`config.mk`:
```
export PLATFORM = sky130hd
export DESIGN_NAME = decoder_nto2n_scan_flat
export DESIGN_NICKNAME = d
export VERILOG_FILES = /design/src/rtl/decoder_nto2n_scan_if.sv /design/src/rtl/decoder_nto2n_scan.sv /design/src/flat_wrapper.sv
export SDC_FILE = /design/constraint.sdc
export NUM_CORES = 1
export LEC_CHECK = 0
export CAP_MARGIN = 20
export CORE_MARGIN = 2
export CORE_UTILIZATION = 48
export DETAILED_ROUTE_END_ITERATION = 7
export GPL_ROUTABILITY_DRIVEN = 0
export PLACE_DENSITY = 0.77
export SYNTH_ARGS = -nofsm -noshare
export SYNTH_HDL_FRONTEND = slang
export SYNTH_SLANG_ARGS = --single-unit
```
`constraint.sdc`:
```
create_clock -name clk -period 1.9 [get_ports clk]
set_clock_uncertainty 0.1 [all_clocks]
set_input_delay 0.285 -clock clk [delete_from_list [all_inputs] [get_ports clk]]
set_output_delay 0.285 -clock clk [all_outputs]
set_load 0.1 [all_outputs]
```
`src/rtl/decoder_nto2n_scan_if.sv`:
```
// Select/decode bundle for decoder_nto2n_scan: the controller side drives
// en/mode/sel, and the decoder side returns dout/idx/valid/wrap.
interface decoder_nto2n_scan_if #(
  parameter int N = 3
) ();
  logic                en;
  logic                mode;
  logic [N-1:0]        sel;
  logic [(1<<N)-1:0]   dout;
  logic [N-1:0]        idx;
  logic                valid;
  logic                wrap;

  modport master (output en, mode, sel, input dout, idx, valid, wrap);
  modport slave  (input en, mode, sel, output dout, idx, valid, wrap);
endinterface

```
`src/rtl/decoder_nto2n_scan.sv`:
```
// Registered N-to-2^N one-hot decoder with an auto-scan sequencer that walks
// the outputs, holding each index for DWELL cycles; polarity is set by ACTIVE_LOW.
module decoder_nto2n_scan #(
  parameter int N          = 3,
  parameter int DWELL      = 4,
  parameter bit ACTIVE_LOW = 1'b0
) (
  input  logic                  clk,
  input  logic                  rst,
  decoder_nto2n_scan_if.slave   bus
);
  localparam int W  = 1 << N;
  localparam int CW = (DWELL > 1) ? $clog2(DWELL) : 1;
  localparam logic [CW-1:0] CNT_LAST = CW'(DWELL - 1);
  localparam logic [W-1:0]  OFF      = {W{ACTIVE_LOW}};
  localparam logic [N-1:0]  IDX_MAX  = '1;

  typedef enum logic [1:0] {IDLE, DIRECT, SCAN} state_t;

  state_t         st_q, st_d;
  logic [N-1:0]   idx_q, idx_d;
  logic [CW-1:0]  cnt_q, cnt_d;
  logic [W-1:0]   dout_q, dout_d;
  logic           valid_q, valid_d;
  logic           wrap_q, wrap_d;

  // Polarity is folded in here so dout leaves straight from the register.
  function automatic logic [W-1:0] decode(input logic [N-1:0] k);
    logic [W-1:0] v;
    v    = '0;
    v[k] = 1'b1;
    return v ^ OFF;
  endfunction

  always_comb begin
    st_d    = IDLE;
    idx_d   = idx_q;
    cnt_d   = '0;
    dout_d  = OFF;
    valid_d = 1'b0;
    wrap_d  = 1'b0;
    if (bus.en && !bus.mode) begin
      st_d    = DIRECT;
      idx_d   = bus.sel;
      dout_d  = decode(bus.sel);
      valid_d = 1'b1;
    end else if (bus.en) begin
      st_d    = SCAN;
      valid_d = 1'b1;
      if (st_q != SCAN) begin
        idx_d  = bus.sel;
        dout_d = decode(bus.sel);
      end else if (cnt_q == CNT_LAST) begin
        idx_d  = idx_q + N'(1);
        dout_d = decode(idx_q + N'(1));
        wrap_d = (idx_q == IDX_MAX);
      end else begin
        cnt_d  = cnt_q + CW'(1);
        dout_d = dout_q;
      end
    end
  end

  always_ff @(posedge clk) begin
    if (rst) begin
      st_q    <= IDLE;
      idx_q   <= '0;
      cnt_q   <= '0;
      dout_q  <= OFF;
      valid_q <= 1'b0;
      wrap_q  <= 1'b0;
    end else begin
      st_q    <= st_d;
      idx_q   <= idx_d;
      cnt_q   <= cnt_d;
      dout_q  <= dout_d;
      valid_q <= valid_d;
      wrap_q  <= wrap_d;
    end
  end

  assign bus.dout  = dout_q;
  assign bus.idx   = idx_q;
  assign bus.valid = valid_q;
  assign bus.wrap  = wrap_q;
endmodule

```
`src/flat_wrapper.sv`:
```
// flat-port wrapper written by rule: the top's interface ports become plain ports
module decoder_nto2n_scan_flat 
#(
  parameter int N          = 3,
  parameter int DWELL      = 4,
  parameter bit ACTIVE_LOW = 1'b0
)
  (clk, rst, bus_en, bus_mode, bus_sel, bus_dout, bus_idx, bus_valid, bus_wrap);
  decoder_nto2n_scan_if #(.N(N)) bus_i ();
  input  logic clk;
  input  logic rst;
  input wire logic [$bits(bus_i.en)-1:0] bus_en;
  input wire logic [$bits(bus_i.mode)-1:0] bus_mode;
  input wire logic [$bits(bus_i.sel)-1:0] bus_sel;
  output wire logic [$bits(bus_i.dout)-1:0] bus_dout;
  output wire logic [$bits(bus_i.idx)-1:0] bus_idx;
  output wire logic [$bits(bus_i.valid)-1:0] bus_valid;
  output wire logic [$bits(bus_i.wrap)-1:0] bus_wrap;
  assign bus_i.en = bus_en;
  assign bus_i.mode = bus_mode;
  assign bus_i.sel = bus_sel;
  assign bus_dout = bus_i.dout;
  assign bus_idx = bus_i.idx;
  assign bus_valid = bus_i.valid;
  assign bus_wrap = bus_i.wrap;
  decoder_nto2n_scan #(.N(N), .DWELL(DWELL), .ACTIVE_LOW(ACTIVE_LOW)) u_core (.clk(clk), .rst(rst), .bus(bus_i));
endmodule
```
==> run_results.csv, run 1 <==
group,metric,value,unit
status,status,"complete, no violations",
yosys,ys_ff_latch,17,
final_layout,fillCellCount,141,
worst_setup_path,crit_path_cell_trace,"ha_1, ha_1, nor3b_1, mux2i_1, o21ai_0",
worst_setup_path,slowest_stage,"ha_1",
clock_tree,cts_tree,"built",
sta,setup_viol,0,
detailed_routing,ant_nets,0,
detailed_routing,vias_per_cell,5.07,
yosys,ys_types,27,
clock_tree,cts_inserted_buffers,3,
worst_setup_path,slowest_delay,0.41,ns
clock_tree,cts_hold_buf,0,
detailed_routing,drtIter0Drc,12,
worst_setup_path,critPathArrivalTime,1.80,ns
floorplan,io_pins,20,
final_layout,drive_gt1_frac,0.212,
power,irDropWorstVdd,0.512,mV
final_layout,areaGrowthSynthToFinish,24.1,%
run,maxCapViolations,0,
global_routing,grt_pass1_vias,587,
yosys,yosysSeqAreaShare,0.395,
floorplan,row_count,15,
placed_design,dpl.hpwl,1240,um
yosys,syn-num-nets,105,
yosys,yosysWarningCount,0,
sta,slew_headroom,0.750,
sta,finalCritPeriodShare,0.887,
final_layout,nNetsFinal,124,
floorplan,die_w,46.4,um
global_routing,antenna_found_initial,0,
sta,rsz0062_at_grt,"no",
detailed_routing,first_pass_iters,4,
detailed_routing,wl,1640,um
detailed_routing,drc_errors,0,
final_layout,antenna_cells,0,
clock_tree,htree_levels,1,
sta,post-route-min-period,1.69,ns
yosys,ys.flop_type,"dfxtp_1",
floorplan,initial_core_util,0.505,
placed_design,portBuffers,19,
detailed_routing,routedWlPerCell,11.9,um
floorplan,core,1710,um^2
detailed_routing,dr_total_vias,700,
worst_setup_path,required,2.01,ns
worst_setup_path,start_kind,"flop",
clock_tree,clock-sinks,17,
sta,drv_slew,0,
clock_tree,cts_setup_buffers,0,
yosys,syn_area_per_cell,9.07,um^2
power,p_leak,0.504,nW
clock_tree,cts_resized,0,
yosys,synth_area,862,um^2
worst_setup_path,cpMostUsedCell,"ha_1",
yosys,synth-edff-count,0,
global_routing,grt.overflow.total,0,
yosys,syn_inst,95,
yosys,async_reset_ff_frac,0,
worst_setup_path,critPathCaptureType,"flop",
clock_tree,clk_latency,0.29,ns
clock_tree,root_buffer,"clkbuf_4",
global_routing,grt_usage,0.172,
power,powerDensity,713,nW/um^2
clock_tree,clk_pin_slew,0.09,ns
sta,max_freq,0.593,GHz
worst_setup_path,r2r_slack,0.21,ns
min_path,hp-class,"reg -> reg",
sta,hold_slack,0.331,ns
worst_setup_path,critPathKind,"reg -> reg",
worst_setup_path,cp_max_fo,12,
clock_tree,cts_buffer_depth,2,
global_routing,grt_first_pass_wirelength,2600,um
floorplan,die_h,46.4,um
sta,fin_setup_tns,0,ns
sta,hold_violations,0,
floorplan,die-area,2150,um^2
global_routing,grt_max_degree,13,
sta,tightestPinTransition,0.370,ns
## final timing paths
path | from | end | cells past startpoint
worst max-delay path | u_core.bus.idx[0] | u_core.bus.dout[5] | 5
worst min-delay path | u_core.cnt_q[0] | u_core.cnt_q[0] | 1
worst max register to register | u_core.bus.idx[0] | u_core.bus.dout[5] | 5
worst min register to register | u_core.cnt_q[0] | u_core.cnt_q[0] | 1
## kinds of logic after synthesis
family / share of synthesized area
DFF: 0.395
muxes: 0.116
and+or+nand+nor: 0.280
buffers and inverters: 0.0537
AOI/OAI and AO/OA: 0.112
adders and majority gates: 0.0435
## Yosys cell counts, drive strengths merged, types with 3 or more instances
master  number  area (um^2)
nand3b       4         42.5
nand2b       3         18.8
mux2i       10          100
nor2        10         40.0
dfxtp       17          340
nand3        4         20.0
clkbuf       5         18.8
nor3b        3         22.5
ha           3         37.5
a22o         4         35.0
nand2       10         37.5
nor3         4         20.0
o21ai        5         25.0
## per-layer routing
metal  vias to the layer above  part of all wire  global-route usage
met5                         -                 0                   0
met4                         0             0.015              0.0857
met3                         4             0.049              0.0275
met2                        18              0.41               0.225
met1                       311              0.53               0.265
li1                        367                 -                   -
## per-stage QoR
stage,cells,total power (W),utilization,cell area [um^2],worst slack [ns]
2_1_floorplan,95,0.000531,-,866,0.0445
3_5_place_dp,134,0.000579,0.611,1040,0.0585
6_report,138,0.000762,0.626,1070,0.214
4_1_cts,138,0.000766,0.626,1070,0.217
5_1_grt,138,0.000793,0.626,1070,0.0227
3_3_place_gp,134,0.000578,0.611,1040,0.104
## critical path: cells and delay by family (launching register included)
kind,cells,cell delay (ns)
AND/OR/NAND/NOR,1,0.24
multiplexers,1,0.09
flip-flops,1,0.40
AO/OA/AOI/OAI,1,0.15
adder cells (fa/ha/maj),2,0.63
## cell type report
type | instances | area [um^2] | share of cell area
multi-input cells | 69 | 475 | 0.444
flip-flops and latches | 17 | 344 | 0.322
repair buffers | 21 | 185 | 0.173
well taps | 25 | 31.3 | 0.0292
clock buffers | 4 | 26.3 | 0.0246
inverters | 2 | 7.51 | 0.00702
## cell usage in the layout, fill, tap and decap left out
cell type,instances
dfxtp_2,3
nand3_1,4
nor3b_1,3
a211oi_2,1
clkbuf_1,1
a21oi_1,1
ha_1,3
a22o_1,4
buf_12,1
nand3b_1,3
inv_1,2
nand2b_1,3
dfxtp_1,14
a211oi_1,1
a2111o_1,1
o21ai_0,4
clkdlybuf4s50_1,6
nand4bb_1,1
clkbuf_4,3
mux2i_1,10
and3_1,1
nand2_1,10
buf_4,14
o21ai_1,1
nand3b_4,1
nor3_1,4
nor4bb_1,1
and2_1,2
nor2_2,1
nor2_1,9
## where the power goes
| part | internal [W] | total [W] | leakage [nW] | switching, W |
|---|---|---|---|---|
| sequential | 0.000369 | 0.000382 | 0.139 | 0.0000127 |
| combinational | 0.0000635 | 0.000190 | 0.350 | 0.000127 |
| clock | 0.0000816 | 0.000190 | 0.0150 | 0.000109 |
| total | 0.000514 | 0.000762 | 0.504 | 0.000248 |
## registers in the layout, indices dropped and copies added, names as in the netlist
register          cells
u_core.cnt_q          2
u_core.bus.valid      1
u_core.bus.idx        3
u_core.bus.dout       8
u_core.st_q           2
u_core.bus.wrap       1
Power figures use the tool's default switching activity.
==> inputs of run 2 (changes only) <==
--- a/config.mk
+++ b/config.mk
@@ -11,6 +11,7 @@
 export DETAILED_ROUTE_END_ITERATION = 7
 export GPL_ROUTABILITY_DRIVEN = 0
 export PLACE_DENSITY = 0.77
+export SKIP_CTS_REPAIR_TIMING = 1
 export SYNTH_ARGS = -nofsm -noshare
 export SYNTH_HDL_FRONTEND = slang
 export SYNTH_SLANG_ARGS = --single-unit
==> results of run 2 <==
Final layout, timing and power as in run 1 (identical DEF).
